[src/rtl/pipelined_adder_pkg.sv]
// Shared definitions for the pipelined add/subtract unit: operation encoding
// and the slice-width helper used to split the operand across pipeline stages.
package pipelined_adder_pkg;

    localparam logic OP_ADD = 1'b0;
    localparam logic OP_SUB = 1'b1;

    // Number of operand bits handled by each pipeline stage.
    function automatic int sw(input int width, input int stages);
        return width / stages;
    endfunction

endpackage

[src/rtl/pipelined_adder_slice.sv]
// Combinational building blocks: a half adder, and a carry-chained slice of
// full adders (each made from two half adders plus an OR) that also exposes
// the carry into its MSB so the final slice can derive signed overflow.
module half_adder (
    input  logic a,
    input  logic b,
    output logic sum,
    output logic carry
);

    assign sum   = a ^ b;
    assign carry = a & b;

endmodule

module adder_slice #(
    parameter int SW = 8
) (
    input  logic [SW-1:0] a,
    input  logic [SW-1:0] b,
    input  logic          c_in,
    output logic [SW-1:0] sum,
    output logic          c_out,
    output logic          c_msb_in
);

    // c[i] is the carry into bit i; c[SW] leaves the slice.
    logic [SW:0] c;

    assign c[0] = c_in;

    for (genvar i = 0; i < SW; i++) begin : g_fa
        logic s_ab;
        logic c_ab;
        logic c_sc;

        half_adder u_ha_ab (
            .a    (a[i]),
            .b    (b[i]),
            .sum  (s_ab),
            .carry(c_ab)
        );

        half_adder u_ha_c (
            .a    (s_ab),
            .b    (c[i]),
            .sum  (sum[i]),
            .carry(c_sc)
        );

        assign c[i+1] = c_ab | c_sc;
    end

    assign c_out    = c[SW];
    assign c_msb_in = c[SW-1];

endmodule

[src/rtl/pipelined_adder.sv]
// Pipelined two's-complement add/subtract. The operand is cut into STAGES
// slices; slice k is added in stage k using the carry registered by stage k-1.
// Not-yet-consumed operand bits and already-completed low sum bits travel in
// the stage registers. The whole pipe advances as one unit under valid/ready.
module pipelined_adder
    import pipelined_adder_pkg::*;
#(
    parameter int WIDTH  = 32,
    parameter int STAGES = 4
) (
    input  logic             clk,
    input  logic             rst_n,
    input  logic             flush,
    input  logic             in_valid,
    output logic             in_ready,
    input  logic [WIDTH-1:0] a,
    input  logic [WIDTH-1:0] b,
    input  logic             sub,
    input  logic             c_in,
    output logic             out_valid,
    input  logic             out_ready,
    output logic [WIDTH-1:0] sum,
    output logic             c_out,
    output logic             ovf
);

    localparam int SW = sw(WIDTH, STAGES);

    if (STAGES < 1 || STAGES > WIDTH) begin : g_bad_stages
        $error("pipelined_adder: STAGES must be in 1..WIDTH");
    end
    if (WIDTH % STAGES != 0) begin : g_bad_split
        $error("pipelined_adder: WIDTH must be divisible by STAGES");
    end

    logic advance;

    // Stage registers; index k holds the state leaving stage k.
    logic [STAGES-1:0]            vld_p;
    logic [STAGES-1:0][WIDTH-1:0] op_a_p;
    logic [STAGES-1:0][WIDTH-1:0] op_b_p;
    logic [STAGES-1:0][WIDTH-1:0] sum_p;
    logic [STAGES-1:0]            carry_p;

    // Inputs seen by each stage's slice adder.
    logic [STAGES-1:0][WIDTH-1:0] st_a;
    logic [STAGES-1:0][WIDTH-1:0] st_b;
    logic [STAGES-1:0][WIDTH-1:0] st_s;
    logic [STAGES-1:0]            st_c;

    logic [STAGES-1:0][SW-1:0]    slc_sum;
    logic [STAGES-1:0]            slc_cout;
    logic [STAGES-1:0]            slc_cmsb;
    logic [STAGES-1:0][WIDTH-1:0] nxt_sum;

    // The last stage's operand/partial copies and lower-slice MSB carries
    // have no consumer; gathering them here keeps that explicit.
    logic unused_bits;
    assign unused_bits = ^{op_a_p[STAGES-1], op_b_p[STAGES-1], sum_p[STAGES-1],
                           carry_p[STAGES-1], slc_cmsb};

    assign out_valid = vld_p[STAGES-1];
    assign advance   = ~out_valid | out_ready;
    assign in_ready  = advance;

    // Stage 0 takes the raw operands (B inverted and carry forced for subtract);
    // later stages take the previous stage's registers.
    always_comb begin
        st_a    = '0;
        st_b    = '0;
        st_s    = '0;
        st_c    = '0;
        st_a[0] = a;
        st_b[0] = (sub == OP_SUB) ? ~b : b;
        st_c[0] = (sub == OP_SUB) ? 1'b1 : c_in;
        for (int k = 1; k < STAGES; k++) begin
            st_a[k] = op_a_p[k-1];
            st_b[k] = op_b_p[k-1];
            st_s[k] = sum_p[k-1];
            st_c[k] = carry_p[k-1];
        end
    end

    for (genvar k = 0; k < STAGES; k++) begin : g_stage
        adder_slice #(.SW(SW)) u_slice (
            .a       (st_a[k][k*SW +: SW]),
            .b       (st_b[k][k*SW +: SW]),
            .c_in    (st_c[k]),
            .sum     (slc_sum[k]),
            .c_out   (slc_cout[k]),
            .c_msb_in(slc_cmsb[k])
        );
    end

    // Merge each stage's freshly computed slice into the accumulated low bits.
    always_comb begin
        nxt_sum = st_s;
        for (int k = 0; k < STAGES; k++) begin
            nxt_sum[k][k*SW +: SW] = slc_sum[k];
        end
    end

    // Intermediate datapath registers: no reset, load whenever the pipe moves.
    always_ff @(posedge clk) begin
        if (advance) begin
            op_a_p  <= st_a;
            op_b_p  <= st_b;
            sum_p   <= nxt_sum;
            carry_p <= slc_cout;
        end
    end

    // Valid chain and result registers; flush kills every in-flight op and the offered one.
    always_ff @(posedge clk or negedge rst_n) begin
        if (!rst_n) begin
            vld_p <= '0;
            sum   <= '0;
            c_out <= 1'b0;
            ovf   <= 1'b0;
        end else begin
            if (flush) begin
                vld_p <= '0;
            end else if (advance) begin
                vld_p <= (vld_p << 1) | STAGES'(in_valid);
            end
            if (advance) begin
                sum   <= nxt_sum[STAGES-1];
                c_out <= slc_cout[STAGES-1];
                ovf   <= slc_cout[STAGES-1] ^ slc_cmsb[STAGES-1];
            end
        end
    end

endmodule

[config.mk]
export PLATFORM = sky130hd
export DESIGN_NAME = pipelined_adder
export DESIGN_NICKNAME = d
export VERILOG_FILES = /design/src/rtl/pipelined_adder_pkg.sv /design/src/rtl/pipelined_adder_slice.sv /design/src/rtl/pipelined_adder.sv
export SDC_FILE = /design/constraint.sdc
export NUM_CORES = 1
export LEC_CHECK = 0
export BUFFER_PORTS_ARGS = -buffer_cell sky130_fd_sc_hd__buf_4
export CAP_MARGIN = 20
export CORE_MARGIN = 10
export CORE_UTILIZATION = 56
export DETAILED_ROUTE_END_ITERATION = 12
export PLACE_DENSITY = 0.79
export SYNTH_ARGS = -nofsm -noshare
export SYNTH_HDL_FRONTEND = slang
export SYNTH_SLANG_ARGS = --single-unit
[constraint.sdc]
create_clock -name clk -period 4.7 [get_ports clk]
set_input_delay 0.47 -clock clk [delete_from_list [all_inputs] [get_ports clk]]
set_output_delay 0.47 -clock clk [all_outputs]
set_load 0.02 [all_outputs]
* After elaboration in Yosys (flattened, before gate mapping)
Cells that the tools add are included.
** Storage, ports and cells
- Input bits :: 71
- Word-level logic and storage cells :: 184
- Register bits after elaboration :: 281
** Operators by class
- Mux-type cells :: 4
- Reduce and logical (&&, ||, !) cells :: 1
- Bitwise logic cells :: 165
** Operators by type and width (count)
- XOR 1 bit :: 65
- AND 1 bit :: 64
- bitwise OR 1 bit :: 33
- 2-to-1 mux 32 bit :: 1
- inverter 32 bit :: 1
- 2-to-1 mux 4 bit :: 2
- bitwise OR 4 x 1 -> 4 bit :: 1
- nonzero test 2 bit :: 1
- 2-to-1 mux 1 bit :: 1
- inverter 1 bit :: 1

* Longest topological paths before layout
- Word-level depth :: 19
- Gate-level depth with buffers :: 13
- Depth with buffers taken out :: 13

* By module
From an unflattened synthesis, not the netlist that was laid out.
** Second synthesis, totals
- Cell total of the unflattened synthesis :: 367
- Area total of the unflattened synthesis :: 7302.0 sq um
** By module, submodules not included
- pipelined_adder :: area an instance 6301.0 sq um, times used 1, cells each 271
- half_adder :: area an instance 12.5 sq um, times used 64, cells each 1
- adder_slice :: area an instance 50.0 sq um, times used 4, cells each 8

* Worst setup path before layout
No wires, ideal clock.
- Kind :: input to register
- From :: input port sub
- To :: register sum_p (netlist bit nxt_sum[39]), data pin
- Path slack :: 0.166 ns
- Buffers on the path :: 2
- Setup time :: 0.269 ns
- Data arrival time :: 4.265 ns
- Stages :: 12
- Cell sequence :: buf_2 buf_4 xnor2_1 fa_1 fa_1 fa_1 fa_1 fa_1 fa_1 fa_1 inv_1 fa_1
** Between the ends
- Word-level cells in the longest chain between the ends :: 17
- Elaborated cells on any way between the ends :: 32
- Those cells by class :: mux: 2; bitwise: 30
** RTL lines
- start: declaration :: line pipelined_adder.sv:18 : input logic sub,
- 2-to-1 mux 32 bit :: line pipelined_adder.sv:74 : st_b[0] = (sub == OP_SUB) ? ~b : b;
- XOR 1 bit :: line pipelined_adder_slice.sv:11 : assign sum = a ^ b;
- AND 1 bit :: line pipelined_adder_slice.sv:12 : assign carry = a & b;
- bitwise OR 1 bit :: line pipelined_adder_slice.sv:51 : assign c[i+1] = c_ab | c_sc;
- AND 1 bit :: line pipelined_adder_slice.sv:12
- bitwise OR 1 bit :: line pipelined_adder_slice.sv:51
- AND 1 bit :: line pipelined_adder_slice.sv:12
- bitwise OR 1 bit :: line pipelined_adder_slice.sv:51
- [... 2 more ...]
- AND 1 bit :: line pipelined_adder_slice.sv:12
- bitwise OR 1 bit :: line pipelined_adder_slice.sv:51
- AND 1 bit :: line pipelined_adder_slice.sv:12
- bitwise OR 1 bit :: line pipelined_adder_slice.sv:51
- AND 1 bit :: line pipelined_adder_slice.sv:12
- bitwise OR 1 bit :: line pipelined_adder_slice.sv:51
- XOR 1 bit (*) :: line pipelined_adder_slice.sv:11
- named net g_stage[0].u_slice.g_fa[7].u_ha_c.sum :: line pipelined_adder_slice.sv:7 : output logic sum,
- end signal: assignment :: line pipelined_adder.sv:108 : sum_p <= nxt_sum;
- end: declaration :: line pipelined_adder.sv:42 : logic [STAGES-1:0][WIDTH-1:0] sum_p;
Mark *: on every way through the listed nets, which the timed path passes. The rest lies on a longest branch.
A chain may end at the register's enable or synchronous reset.

* Worst setup path in the final report
- From :: register op_a_p[88] (netlist bit)
- To :: register sum[31]
** Between the ends
- Word-level cells in the longest chain between the ends :: 16
- Elaborated cells on any way between the ends :: 17
- Those cells by class :: bitwise: 17
** RTL lines
- start: declaration :: line pipelined_adder.sv:40 : logic [STAGES-1:0][WIDTH-1:0] op_a_p;
- start signal: assignment :: line pipelined_adder.sv:106 : op_a_p <= st_a;
- XOR 1 bit :: line pipelined_adder_slice.sv:11
- AND 1 bit :: line pipelined_adder_slice.sv:12
- bitwise OR 1 bit (*) :: line pipelined_adder_slice.sv:51
- AND 1 bit (*) :: line pipelined_adder_slice.sv:12
- bitwise OR 1 bit (*) :: line pipelined_adder_slice.sv:51
- AND 1 bit (*) :: line pipelined_adder_slice.sv:12
- bitwise OR 1 bit (*) :: line pipelined_adder_slice.sv:51
- AND 1 bit (*) :: line pipelined_adder_slice.sv:12
- bitwise OR 1 bit (*) :: line pipelined_adder_slice.sv:51
- AND 1 bit (*) :: line pipelined_adder_slice.sv:12
- bitwise OR 1 bit (*) :: line pipelined_adder_slice.sv:51
- AND 1 bit (*) :: line pipelined_adder_slice.sv:12
- bitwise OR 1 bit (*) :: line pipelined_adder_slice.sv:51
- AND 1 bit (*) :: line pipelined_adder_slice.sv:12
- bitwise OR 1 bit (*) :: line pipelined_adder_slice.sv:51
- XOR 1 bit (*) :: line pipelined_adder_slice.sv:11
- end signal: assignment :: line pipelined_adder.sv:127 : sum <= nxt_sum[STAGES-1];
- end: declaration :: line pipelined_adder.sv:22 : output logic [WIDTH-1:0] sum,
Mark *: on every way between the ends. The rest lies on a longest branch, timed or not.

==> flow_summary.toml <==
[clock_network]
cts_buffers = 17
h-tree-depth = 4
cts_hold_buffers = 0
path_clk_slew_ps = 60
cts_root_buffer = "clkbuf_16"
insertion_delay_ps = 420
cts_sinks = 185
postCtsSetupBuffers = 0
cts-resized-gates = 0
cts_buffer_depth = 2
cts_tree = "done"

[yosys]
yosysMostFrequentCell = "edfxtp_1"
yosysSeqAreaShare_pct = 75.87
synth.top_cell.area_share_pct = 62.42
ys.flop_type = "edfxtp_1"
synth_edf_count = 147
synth_largest_area_cell = "edfxtp_1"
synthArstFlopShare_pct = 20.54
synth_cells = 349
syn_avg_cell_area_um2 = 20.26
ys_ff_latch = 185
yosys_warnings = 0
syn_nets = 452
yosys-top-cells-count = "edfxtp_1 (147), inv_1 (43), dfrtp_1 (38)"
synth.distinct_cells = 15
synth_area_mm2 = 0.007072
netlist_top_cells_area = "edfxtp_1 (62%), dfrtp_1 (13%), fa_1 (9.1%)"

[sta]
setup_ws_ps = 457.6
worst_pin_slew_ps = 829.3
final_hold_viol_count = 0
slew_headroom_pct = 44.71
period_needed_ps = 4242
skew_ps = 6.855
fmax_mhz = 235.7
finalMaxSlewViolations = 0
grt_setup_unrepaired = "false"
finalSetupViolCount = 0
tns_ps = 0
timing.final.crit_share_pct = 90.26
holdWs_ps = 20.52

[global_route]
first_global_vias = 3467
grt_max_degree = 95
antenna_found_initial = 0
grt_pass1_wl_mm = 16.95
globalRoute.totalOverflow = 0
grt_usage_pct = 12.65

[power_and_ir_drop]
power-per-cell-area_mw_per_mm2 = 508.5
vdd_drop_max_mv = 0.2657
leakage_nw = 3.761
power.total_mw = 4.423

[worst_setup_path]
cp.arrival_ps = 4580
critPathMaxStageDelay_ps = 510
crit_required_ps = 5040
timing.rr.start = "op_a_p[88]$_DFFE_PP_"
path_delay_family = "adder cells"
cp-startpoint = "op_a_p[88]$_DFFE_PP_"
cp_common_cell = "fa_1"
cp-start-kind = "register"
cp_slowest_cell = "fa_1"
crit_path_end_kind = "register"
path_cells = "inv_1, fa_1, inv_1, fa_1, fa_1, fa_1, fa_1, fa_1, fa_1, inv_1, fa_1, a21oi_1"
crit_type = "register to register"
reg2reg_to = "sum[31]$_DFFE_PN0P_"
reg2reg_slack_ps = 460
rr_worst_depth = 12
critical_path_buf_inv_count = 3
path_max_fanout = 2

[floorplan]
dieWidth_um = 132.4
initial_utilization_pct = 57.91
core_mm2 = 0.01221
io_pins = 107
die_h_um = 132.4
rows = 40
die-area_mm2 = 0.01752

[route]
drtAntennaViolNets = 0
wl_mm = 10.63
vias = 3053
routedWlPerCell_um = 16.38
viasPerCell = 4.704
drt_pre_antenna_iters = 4
drtIter0Drc = 177
drc = 0

[placed_design]
dp_worst_setup_slack_ps = 204.4
gp_congestion = 0.7094
place_hpwl_mm = 7.315
placed_cell_area_mm2 = 0.008035
portBuffers = 106
placed_cells = 617

[cells_and_area]
stdcell_area_mm2 = 0.008698
drive_gt1_share_pct = 35.55
syn2layout_area_growth_pct = 23.00
antennaDiodeCount = 0
finalNonFillerCells = 649
fin_nets = 571
finish.utilization_pct = 71.23

[flow_run]
maxCapViolations = 0

[hold_path]
hp-class = "primary input to asynchronous set/reset pin"

[run_status]
outcome = "finished clean"
==> cell usage in the layout (no fill, tap or decap), types with 5 or more instances in the layout <==
| cell | count |
|---|---|
| inv_1 | 43 |
| xnor2_1 | 7 |
| edfxtp_1 | 147 |
| mux2_4 | 27 |
| a21oi_1 | 5 |
| nor2_1 | 8 |
| clkbuf_16 | 19 |
| buf_4 | 108 |
| xor2_1 | 26 |
| fa_1 | 32 |
| dfrtp_1 | 38 |
==> worst max path at each step <==
stage	slack [ps]	endpoint	cells past startpoint
after global placement	320	nxt_sum[39]$_DFFE_PP_	11
after CTS	410	sum[31]$_DFFE_PN0P_	12
after floorplan	170	nxt_sum[39]$_DFFE_PP_	12
final	460	sum[31]$_DFFE_PN0P_	12
after detailed placement	200	nxt_sum[39]$_DFFE_PP_	11
after global routing	270	sum[31]$_DFFE_PN0P_	12
==> logic make-up after synthesis <==
family	Yosys count	synth area share, %
AOI/OAI and AO/OA	5	0.3538
xor gates and xnor gates	33	4.087
adders and majority gates	32	9.059
buffers and inverters	52	3.379
DFF	185	75.87
muxes	33	6.635
and+or+nand+nor	9	0.6192
==> sequential cells by signal (all words and copies together), names as in the netlist <==
| signal | flops |
|---|---|
| nxt_sum | 48 |
| op_a_p | 48 |
| op_b_p | 48 |
| sum | 32 |
| vld_p | 4 |
| carry_p | 3 |
| c_out | 1 |
| ovf | 1 |
==> power breakdown <==
| group | switching, mW | total, mW | leakage (nW) | internal (mW) |
|---|---|---|---|---|
| clock | 0.561 | 1.52 | 0.311 | 0.958 |
| combinational | 0.316 | 0.657 | 1.45 | 0.342 |
| sequential | 0.124 | 2.25 | 2.00 | 2.12 |
| total | 1.00 | 4.42 | 3.76 | 3.42 |
==> metal layers <==
metal	vias to the layer above	wire length [um]	part of all wire, %	global-route usage [%]
li1	1438	-	-	-
met1	1516	4183	39	13.53
met2	78	5664	53	21.43
met3	21	413	3.9	3.963
met4	0	368	3.5	7.702
met5	-	0	0	0
==> cell type report <==
cell class                 instances  area [um2]
inverter                          43       161.4
sequential                       185        5365
multi-input combinational        112        1468
fill                             774        3513
timing repair buffer             109       830.8
clock inverter                     8       128.9
clock buffer                      24       534.3
tap                              168       210.2
No activity file was read; power rests on OpenSTA's default activity.
